### src/rtl/pcileech_rmii_rx.sv
// ---------------------------------------------------------------------------
// pcileech_rmii_rx
//
// RMII receive path. Turns the 2-bit RMII receive stream into a byte stream
// with frame delimiters, and keeps running counts of good and bad frames.
//
// Ports
//   clk           50 MHz RMII reference clock, all logic on the rising edge
//   rst_n         asynchronous active-low reset
//   eth_crs_dv    RMII carrier-sense / data-valid from the PHY
//   eth_rx_data   RMII receive dibit, bit 0 first in time
//   eth_rx_err    PHY receive error
//   rx_data       received byte, meaningful only while rx_valid=1
//   rx_valid      one-cycle strobe per byte, no backpressure
//   rx_sof        marks the first byte of a frame
//   rx_eof        marks the last byte of a frame
//   rx_err        frame bad, meaningful only with rx_eof=1
//   rx_frame_cnt  good frame count (wraps)
//   rx_drop_cnt   bad / dropped frame count (wraps)
// ---------------------------------------------------------------------------
module pcileech_rmii_rx #(
    parameter int MIN_FRAME_BYTES = 64,
    parameter int MAX_FRAME_BYTES = 1522
) (
    input  logic        clk,
    input  logic        rst_n,
    input  logic        eth_crs_dv,
    input  logic [1:0]  eth_rx_data,
    input  logic        eth_rx_err,
    output logic [7:0]  rx_data,
    output logic        rx_valid,
    output logic        rx_sof,
    output logic        rx_eof,
    output logic        rx_err,
    output logic [15:0] rx_frame_cnt,
    output logic [15:0] rx_drop_cnt
);

    typedef enum logic [2:0] {
        ST_SYNC     = 3'd0,
        ST_IDLE     = 3'd1,
        ST_PREAMBLE = 3'd2,
        ST_DATA     = 3'd3,
        ST_DROP     = 3'd4
    } state_t;

    localparam logic [10:0] MIN_CNT  = 11'(MIN_FRAME_BYTES);
    // Byte count just before the truncating byte completes
    localparam logic [10:0] LAST_CNT = 11'(MAX_FRAME_BYTES - 1);

    logic        crs_s1_r;
    logic [1:0]  dat_s1_r;
    state_t      state_r;
    state_t      state_next_s;
    logic [5:0]  shift_r;
    logic [1:0]  idx_r;
    logic [10:0] byte_cnt_r;
    logic [7:0]  held_r;
    logic        err_seen_r;
    logic        trunc_pend_r;

    logic [7:0]  rx_data_r;
    logic        rx_valid_r;
    logic        rx_sof_r;
    logic        rx_eof_r;
    logic        rx_err_r;
    logic [15:0] frame_cnt_r;
    logic [15:0] drop_cnt_r;

    logic        dibit_valid_s;
    logic        eoc_s;
    logic        sfd_s;
    logic        byte_done_s;
    logic        trunc_s;
    logic        frame_err_s;
    logic [7:0]  new_byte_s;
    logic        out_valid_s;
    logic        out_sof_s;
    logic        out_eof_s;
    logic        out_err_s;
    logic [7:0]  out_data_s;
    logic        drop_evt_s;
    logic [1:0]  drop_inc_s;

    // The S1 dibit is still data when either neighbour has crs_dv high, so
    // the RMII mid-frame toggle of crs_dv never ends a frame early.
    assign dibit_valid_s = crs_s1_r | eth_crs_dv;
    assign eoc_s         = ~(crs_s1_r | eth_crs_dv);
    assign sfd_s         = (state_r == ST_PREAMBLE) && dibit_valid_s && (dat_s1_r == 2'b11);
    assign byte_done_s   = (state_r == ST_DATA) && dibit_valid_s && (idx_r == 2'd3);
    assign new_byte_s    = {dat_s1_r, shift_r};
    assign trunc_s       = byte_done_s && (byte_cnt_r == LAST_CNT);
    assign frame_err_s   = err_seen_r | eth_rx_err | (idx_r != 2'd0) | (byte_cnt_r < MIN_CNT);
    assign drop_inc_s    = {1'b0, rx_eof_r & rx_err_r} + {1'b0, drop_evt_s};

    // Input stage S1: one register on the raw RMII pins
    always_ff @(posedge clk or negedge rst_n) begin
        if (!rst_n) begin
            crs_s1_r <= 1'b0;
            dat_s1_r <= 2'b00;
        end else begin
            crs_s1_r <= eth_crs_dv;
            dat_s1_r <= eth_rx_data;
        end
    end

    // FSM state register
    always_ff @(posedge clk or negedge rst_n) begin
        if (!rst_n) begin
            state_r <= ST_SYNC;
        end else begin
            state_r <= state_next_s;
        end
    end

    // FSM next-state logic
    always_comb begin
        state_next_s = state_r;
        case (state_r)
            ST_SYNC: begin
                if (eoc_s) begin
                    state_next_s = ST_IDLE;
                end else begin
                    state_next_s = ST_SYNC;
                end
            end
            ST_IDLE: begin
                if (dibit_valid_s && (dat_s1_r == 2'b01)) begin
                    state_next_s = ST_PREAMBLE;
                end else begin
                    state_next_s = ST_IDLE;
                end
            end
            ST_PREAMBLE: begin
                if (eoc_s) begin
                    state_next_s = ST_IDLE;
                end else begin
                    case (dat_s1_r)
                        2'b11:   state_next_s = ST_DATA;
                        2'b10:   state_next_s = ST_DROP;
                        default: state_next_s = ST_PREAMBLE;
                    endcase
                end
            end
            ST_DATA: begin
                if (eoc_s) begin
                    state_next_s = ST_IDLE;
                end else if (trunc_s) begin
                    state_next_s = ST_DROP;
                end else begin
                    state_next_s = ST_DATA;
                end
            end
            ST_DROP: begin
                if (eoc_s) begin
                    state_next_s = ST_IDLE;
                end else begin
                    state_next_s = ST_DROP;
                end
            end
            default: begin
                state_next_s = ST_SYNC;
            end
        endcase
    end

    // FSM outputs: byte emission, delimiters and drop events
    always_comb begin
        out_valid_s = 1'b0;
        out_sof_s   = 1'b0;
        out_eof_s   = 1'b0;
        out_err_s   = 1'b0;
        out_data_s  = 8'h00;
        drop_evt_s  = 1'b0;
        if (trunc_pend_r) begin
            // Truncating byte goes out the cycle after the held byte drained
            out_valid_s = 1'b1;
            out_eof_s   = 1'b1;
            out_err_s   = 1'b1;
            out_data_s  = held_r;
        end else begin
            case (state_r)
                ST_DATA: begin
                    if (eoc_s) begin
                        if (byte_cnt_r != 11'd0) begin
                            out_valid_s = 1'b1;
                            out_eof_s   = 1'b1;
                            out_sof_s   = (byte_cnt_r == 11'd1);
                            out_err_s   = frame_err_s;
                            out_data_s  = held_r;
                        end else begin
                            drop_evt_s  = 1'b1;
                        end
                    end else if (byte_done_s && (byte_cnt_r != 11'd0)) begin
                        // Held byte is released when its successor completes
                        out_valid_s = 1'b1;
                        out_sof_s   = (byte_cnt_r == 11'd1);
                        out_data_s  = held_r;
                    end else begin
                        out_valid_s = 1'b0;
                    end
                end
                ST_PREAMBLE: begin
                    if (dibit_valid_s && (dat_s1_r == 2'b10)) begin
                        drop_evt_s = 1'b1;
                    end else begin
                        drop_evt_s = 1'b0;
                    end
                end
                default: begin
                    drop_evt_s = 1'b0;
                end
            endcase
        end
    end

    // Byte assembly, byte count, error accumulation and truncation flag
    always_ff @(posedge clk or negedge rst_n) begin
        if (!rst_n) begin
            shift_r      <= 6'd0;
            idx_r        <= 2'd0;
            byte_cnt_r   <= 11'd0;
            held_r       <= 8'h00;
            err_seen_r   <= 1'b0;
            trunc_pend_r <= 1'b0;
        end else begin
            if (sfd_s) begin
                shift_r    <= 6'd0;
                idx_r      <= 2'd0;
                byte_cnt_r <= 11'd0;
                err_seen_r <= 1'b0;
            end else if ((state_r == ST_DATA) && dibit_valid_s) begin
                shift_r <= {dat_s1_r, shift_r[5:2]};
                idx_r   <= idx_r + 2'd1;
                if (idx_r == 2'd3) begin
                    held_r     <= new_byte_s;
                    byte_cnt_r <= byte_cnt_r + 11'd1;
                end
            end
            if ((state_r == ST_DATA) && eth_rx_err) begin
                err_seen_r <= 1'b1;
            end
            trunc_pend_r <= trunc_s;
        end
    end

    // Registered byte-stream outputs
    always_ff @(posedge clk or negedge rst_n) begin
        if (!rst_n) begin
            rx_data_r  <= 8'h00;
            rx_valid_r <= 1'b0;
            rx_sof_r   <= 1'b0;
            rx_eof_r   <= 1'b0;
            rx_err_r   <= 1'b0;
        end else begin
            rx_data_r  <= out_data_s;
            rx_valid_r <= out_valid_s;
            rx_sof_r   <= out_sof_s;
            rx_eof_r   <= out_eof_s;
            rx_err_r   <= out_err_s;
        end
    end

    // Frame counters, updated the cycle after rx_eof
    always_ff @(posedge clk or negedge rst_n) begin
        if (!rst_n) begin
            frame_cnt_r <= 16'd0;
            drop_cnt_r  <= 16'd0;
        end else begin
            if (rx_eof_r && !rx_err_r) begin
                frame_cnt_r <= frame_cnt_r + 16'd1;
            end
            drop_cnt_r <= drop_cnt_r + {14'd0, drop_inc_s};
        end
    end

    assign rx_data      = rx_data_r;
    assign rx_valid     = rx_valid_r;
    assign rx_sof       = rx_sof_r;
    assign rx_eof       = rx_eof_r;
    assign rx_err       = rx_err_r;
    assign rx_frame_cnt = frame_cnt_r;
    assign rx_drop_cnt  = drop_cnt_r;

endmodule

### config.mk
export PLATFORM = sky130hd
export DESIGN_NAME = pcileech_rmii_rx
export DESIGN_NICKNAME = d
export VERILOG_FILES = /design/src/rtl/pcileech_rmii_rx.sv
export SDC_FILE = /design/constraint.sdc
export NUM_CORES = 1
export LEC_CHECK = 0
export BUFFER_PORTS_ARGS = -buffer_cell sky130_fd_sc_hd__buf_2
export CORE_UTILIZATION = 32
export DETAILED_ROUTE_END_ITERATION = 8
export GPL_ROUTABILITY_DRIVEN = 1
export SLEW_MARGIN = 10
export SYNTH_ARGS = -nofsm -noshare
export SYNTH_HDL_FRONTEND = slang
export SYNTH_SLANG_ARGS = --single-unit
### constraint.sdc
create_clock -name clk -period 4.5 [get_ports clk]
set_clock_uncertainty 0.15 [all_clocks]
set_input_delay 0.225 -clock clk [delete_from_list [all_inputs] [get_ports clk]]
set_output_delay 0.225 -clock clk [all_outputs]
set_load 0.005 [all_outputs]
==> impl_metrics.ini, run 1 <==
[worst_setup_path]
cp.required_ns = 4.59
crit_path_end_kind = flop
critPathKind = flop to flop
arrival_ns = 3.13
critPathLaunchType = flop
critPathMaxFanout = 8

[synthesis]
synth_area_per_cell_um2 = 10.8
synth-seq-area-share_pct = 57.7
syn-num-nets = 330
synthArstFlopShare_pct = 100
synth-edff-count = 0
synth_cell_types = 43
syn_area_um2 = 3430
ys.flop_type = dfrtp_1
ys.warnings.count = 0
syn_inst = 316
synth-seq-cells = 79

[drt]
drc = 0
dr_total_vias = 2506
viasPerCell = 4.86
postRouteAntennaNets = 0
wl_per_cell_um = 13.5
routed_wl_um = 6950
dr.first_iter.drc_count = 168
detailedRoute.firstPassIterationCount = 4

[placed_design]
gp_congestion = 0.924
place_ws_ns = 1.58
hpwl_um = 4730
portBuffers = 49

[cts]
cts_tree = done
cts-htree-levels = 3
cts_max_path_buffers = 2
cts_buffers = 9
cts-root-buf = clkbuf_8
cts_resized = 0
clkSlewWorstSetupHoldPaths_ns = 0.08
clkSinkCount = 79
insertion_delay_ns = 0.35

[floorplan]
die_w_um = 106
fp.dieArea_um2 = 11100
core_area_um2 = 10400
die_h_um = 106
ios = 50
rows = 37
initial_core_util_pct = 33.1

[pwr]
netSwitchingFraction_pct = 29.9
irDropWorstVdd_uv = 135
clkPwrFrac_pct = 30.0
p_switching_mw = 0.522
combPwrFrac_pct = 17.5
power.total_mw = 1.74
leakagePower_nw = 2.02
p_seq_share_pct = 52.5
pwr_density_cell_nw_per_um2 = 430
p_int_mw = 1.22

[cells_and_area]
nets = 389
fin_util_pct = 39.1
syn_to_final_growth_pct = 18.3
num_antenna_cells = 0
drive_gt1_share_pct = 17.6

[hold_path]
hold_path_class = flop to flop

[sta]
worst_pin_slew_ns = 0.991
fmax_mhz = 329
hold_ws_ns = 0.321
fin_crit_ns = 3.04
hold_viol = 0
tns_ns = 0
max_slew_margin_pct = 34.0
rsz0062_at_grt = false
setup_violations = 0
setup_ws_ns = 1.46
maxSlewViolCount = 0
period_share_pct = 67.6

[global_routing]
overflow = 0
grt_pass1_vias = 2534
grt_pass1_wl_um = 12100
antenna_found_initial = 0
use_met2_pct = 20.5
grt_use_met3_pct = 4.02
grt_max_degree = 80
grt_usage_pct = 13.8
grt_most_used_layer = met2
grt_use_met1_pct = 18.2

[job]
maxCapViolCount = 0

[run_status]
outcome = finished clean
[cell usage after synthesis, types with 6 or more instances]
| master | n | share of area (%) |
|---|---|---|
| and4_1 | 6 | 1.5 |
| xor2_1 | 10 | 2.6 |
| inv_1 | 8 | 0.88 |
| nand3_1 | 22 | 3.2 |
| a21oi_1 | 8 | 1.2 |
| nor2b_1 | 11 | 2.0 |
| xnor2_1 | 23 | 5.9 |
| nor3_1 | 6 | 0.88 |
| nand2_1 | 52 | 5.7 |
| o21ai_0 | 12 | 1.8 |
| nand4_1 | 8 | 1.5 |
| dfrtp_1 | 79 | 58 |
| nor2_1 | 13 | 1.4 |
| ha_1 | 7 | 2.6 |
[logic make-up (layout without fill, tap and decap cells)]
logic type | Yosys count | count (layout) | share of synthesized area (%)
AOI/OAI and AO/OA | 36 | 36 | 6.68
xor gates and xnor gates | 33 | 33 | 8.43
adders and majority gates | 8 | 8 | 3.14
buffers and inverters | 14 | 78 | 1.82
DFF | 79 | 79 | 57.7
muxes | 1 | 1 | 0.328
and+or+nand+nor | 145 | 145 | 21.9
[per-layer routing]
layer / up-vias / routed length, um
li1: 1222 / -
met1: 1204 / 3310
met2: 59 / 3130
met3: 21 / 303
met4: 0 / 207
met5: - / 0
[area by class of cell]
class	instances	area, um^2
inverter	8	30.0
sequential	79	1980
timing repair buffer	54	298
clock inverter	3	42.5
tap	136	170
clock buffer	13	149
multi-input combinational	223	1390
fill	1046	6310
[placed cells by master, fill, tap and decap left out, drive strengths merged, types with 9 or more instances in the layout]
master  synthesis  final
a21oi           9      9
buf             3     49
clkbuf          3     13
dfrtp          79     79
nand2          52     52
nand3          22     22
nand4           9      9
nor2           13     13
nor2b          11     11
o21ai          13     13
xnor2          23     23
xor2           10     10
[power groups by stage]
stage / registers [mW] / clock network, mW / logic [mW]
final: 0.915 / 0.522 / 0.304
after global routing: 0.936 / 0.575 / 0.350
after CTS: 0.915 / 0.545 / 0.309
after detailed placement: 0.928 / 0 / 0.304
after global placement: 0.925 / 0 / 0.293
after floorplan: 0.896 / 0 / 0.235
[worst max-delay path: stages (launching register included)]
cell and delay (ns):
dfrtp_1 0.48, nor4_1 0.42, nand4b_1 0.24, nor4_1 0.25, o211a_1 0.19, fa_1 0.19, ha_1 0.20, nand2_1 0.09
nor3_1 0.39, nand4_1 0.17, xnor2_1 0.15
[metrics by stage]
stage / cell area, um^2 / instances
after floorplan: 3430 / 316
after global routing: 4060 / 516
after CTS: 4060 / 516
final: 4060 / 516
after detailed placement: 3810 / 495
after global placement: 3810 / 495
[state kept, by name, indices dropped and copies added, names as in the netlist]
signal and count:
err_seen_r 1, rx_data 8, state_r 3, trunc_pend_r 1, rx_sof 1, idx_r 2, shift_r 6, held_r 8
rx_frame_cnt 16, rx_err 1, rx_eof 1, crs_s1_r 1, dat_s1_r 2, rx_drop_cnt 16, rx_valid 1, byte_cnt_r 11
[path summary, 6_finish.rpt]
kind | from | end | slack, ns | depth (start not counted)
setup / recovery | byte_cnt_r[3] | rx_drop_cnt[14] | 1.46 | 10
hold / removal | held_r[0] | held_r[0] | 0.32 | 2
setup reg to reg | byte_cnt_r[3] | rx_drop_cnt[14] | 1.46 | 10
hold reg to reg | held_r[0] | held_r[0] | 0.32 | 2
max in group asynchronous | rst_n | rx_drop_cnt[1] | 3.14 | 2
min in group asynchronous | rst_n | rx_frame_cnt[10] | 0.44 | 2
[repair_timing]
action,4_1_cts,5_1_grt
hold buffers,5,0
hold endpoints to repair,83,0
setup buffers,0,0
No activity file was read; power rests on OpenSTA's default activity.
==> run 2: changes to the inputs <==
==> constraint.sdc (replaced) <==
create_clock -name clk -period 3 [get_ports clk]
set_clock_uncertainty 0.15 [all_clocks]
set_input_delay 0.15 -clock clk [delete_from_list [all_inputs] [get_ports clk]]
set_output_delay 0.15 -clock clk [all_outputs]
set_load 0.005 [all_outputs]
==> run 2 against run 1 <==
Against the previous run: register-to-register slack worse by 1.2 ns; setup slack got worse by 1.2 ns; utilization stayed put; global-route usage fell by 0.28 points; clock power increased by 28%; routed wire length shrank 2.5%; largest cell class unchanged; largest power group unchanged.
==> impl_metrics.ini, run 2 (synthesis results as in run 1) <==
[drt]
routed_wl_um = 6780
wl_per_cell_um = 13.1
detailedRoute.firstPassIterationCount = 4
postRouteAntennaNets = 0
viasPerCell = 4.90
dr.first_iter.drc_count = 152
dr_total_vias = 2542
drc = 0

[floorplan]
fp.dieArea_um2 = 11100
ios = 50
rows = 37
die_w_um = 106
initial_core_util_pct = 33.1
core_area_um2 = 10400
die_h_um = 106

[sta]
hold_viol = 0
rsz0062_at_grt = false
period_share_pct = 90.7
maxSlewViolCount = 0
setup_violations = 0
worst_pin_slew_ns = 0.957
fmax_mhz = 368
tns_ns = 0
fin_crit_ns = 2.72
max_slew_margin_pct = 36.2

[hold_path]
hold_path_class = primary input to flop

[worst_setup_path]
crit_top_cell = nor4_1
crit_chain = nor4_1 > nand4b_1 > nor4_1 > o211a_1 > fa_1 > ha_1 > nand2_1 > nor3_1 > buf_4 > nand4_1 > xnor2_1
critPathLaunchType = flop
path_delay_family = simple AND/OR/NAND/NOR gates
critPathMaxFanout = 6
crit_path_end_kind = flop
arrival_ns = 2.81
slowest_delay_ns = 0.44
cp_num_buf_inv = 1
cp.required_ns = 3.09
critPathKind = flop to flop
cp_slowest_cell = dfrtp_1

[global_routing]
overflow = 0
antenna_found_initial = 0
grt_usage_pct = 13.5
grt_pass1_wl_um = 11800
grt_pass1_vias = 2537
grt_max_degree = 80

[placed_design]
hpwl_um = 4680
gp_congestion = 0.864
portBuffers = 49

[cells_and_area]
layout_common_cells = dfrtp_1 (79), nand2_1 (52), buf_2 (48)
final_common_cell = dfrtp_1
num_antenna_cells = 0
nets = 392
syn_to_final_growth_pct = 18.3
fill_cells = 1061
drive_gt1_share_pct = 18.8

[cts]
clkSlewWorstSetupHoldPaths_ns = 0.08
cts_max_path_buffers = 2
clkSinkCount = 79
cts_buffers = 9
cts_tree = done
cts-root-buf = clkbuf_8
insertion_delay_ns = 0.35
cts-htree-levels = 3

[pwr]
leakagePower_nw = 2.03
power.total_mw = 2.51
pwr_density_cell_nw_per_um2 = 620
irDropWorstVdd_uv = 191

[run_status]
outcome = finished clean

[job]
maxCapViolCount = 0
==> run 2: worst paths after layout <==
| path | startpoint | to | slack, ns | cells past startpoint |
|---|---|---|---|---|
| min in group asynchronous | rst_n | rx_frame_cnt[10] | 0.35 | 2 |
| min reg2reg | shift_r[1] | held_r[1] | 0.32 | 2 |
| max reg2reg | byte_cnt_r[6] | rx_drop_cnt[14] | 0.28 | 11 |
| max | byte_cnt_r[6] | rx_drop_cnt[14] | 0.28 | 11 |
| min | eth_rx_data[1] | dat_s1_r[1] | 0.29 | 2 |
| max in group asynchronous | rst_n | rx_drop_cnt[5] | 1.75 | 2 |
==> run 2: metal layers <==
layer / GRT usage, % / vias up / wire, um
met2: 21.1 / 53 / 3070
li1: - / 1221 / -
met5: 0 / - / 0
met1: 17.1 / 1254 / 3270
met4: 6.35 / 0 / 117
met3: 4.08 / 14 / 323
==> run 2: through the flow <==
| stage | instance area (um^2) | worst slack (ns) | hold slack, ns | utilization (%) | cells |
|---|---|---|---|---|---|
| detailed placement | 3840 | 0.205 | 0.114 | 37.0 | 498 |
| CTS | 4040 | 0.181 | 0.266 | 39.0 | 519 |
| global placement | 3840 | 0.270 | 0.109 | 37.0 | 498 |
| finish | 4060 | 0.280 | 0.292 | 39.1 | 519 |
| global route | 4060 | 0.0188 | 0.279 | 39.1 | 519 |
| floorplan | 3430 | 0.351 | -0.296 | - | 316 |
==> run 2: report_power, final <==
group / switching, mW / leakage, nW / internal, mW / total [mW]
logic: 0.254 / 0.877 / 0.212 / 0.466
clock network: 0.373 / 0.0801 / 0.297 / 0.670
registers: 0.158 / 1.07 / 1.22 / 1.38
total: 0.785 / 2.03 / 1.73 / 2.51
==> run 2: final cells by class <==
class,instances,area [um^2],share of cell area [%]
flip-flops and latches,79,1980,48.8
clock inverters,4,22.5,0.555
well taps,136,170,4.20
multi-input cells,223,1400,34.5
clock buffers,12,135,3.33
repair buffers,57,320,7.90
inverters,8,30.0,0.741
==> run 2: repair_timing <==
action / 4_1_cts / 5_1_grt
hold buffers: 5 / 0
resized for setup: 0 / 2
setup buffers: 0 / 0
endpoints found under the setup margin: 0 / 6
endpoints found under the hold margin: 83 / 0
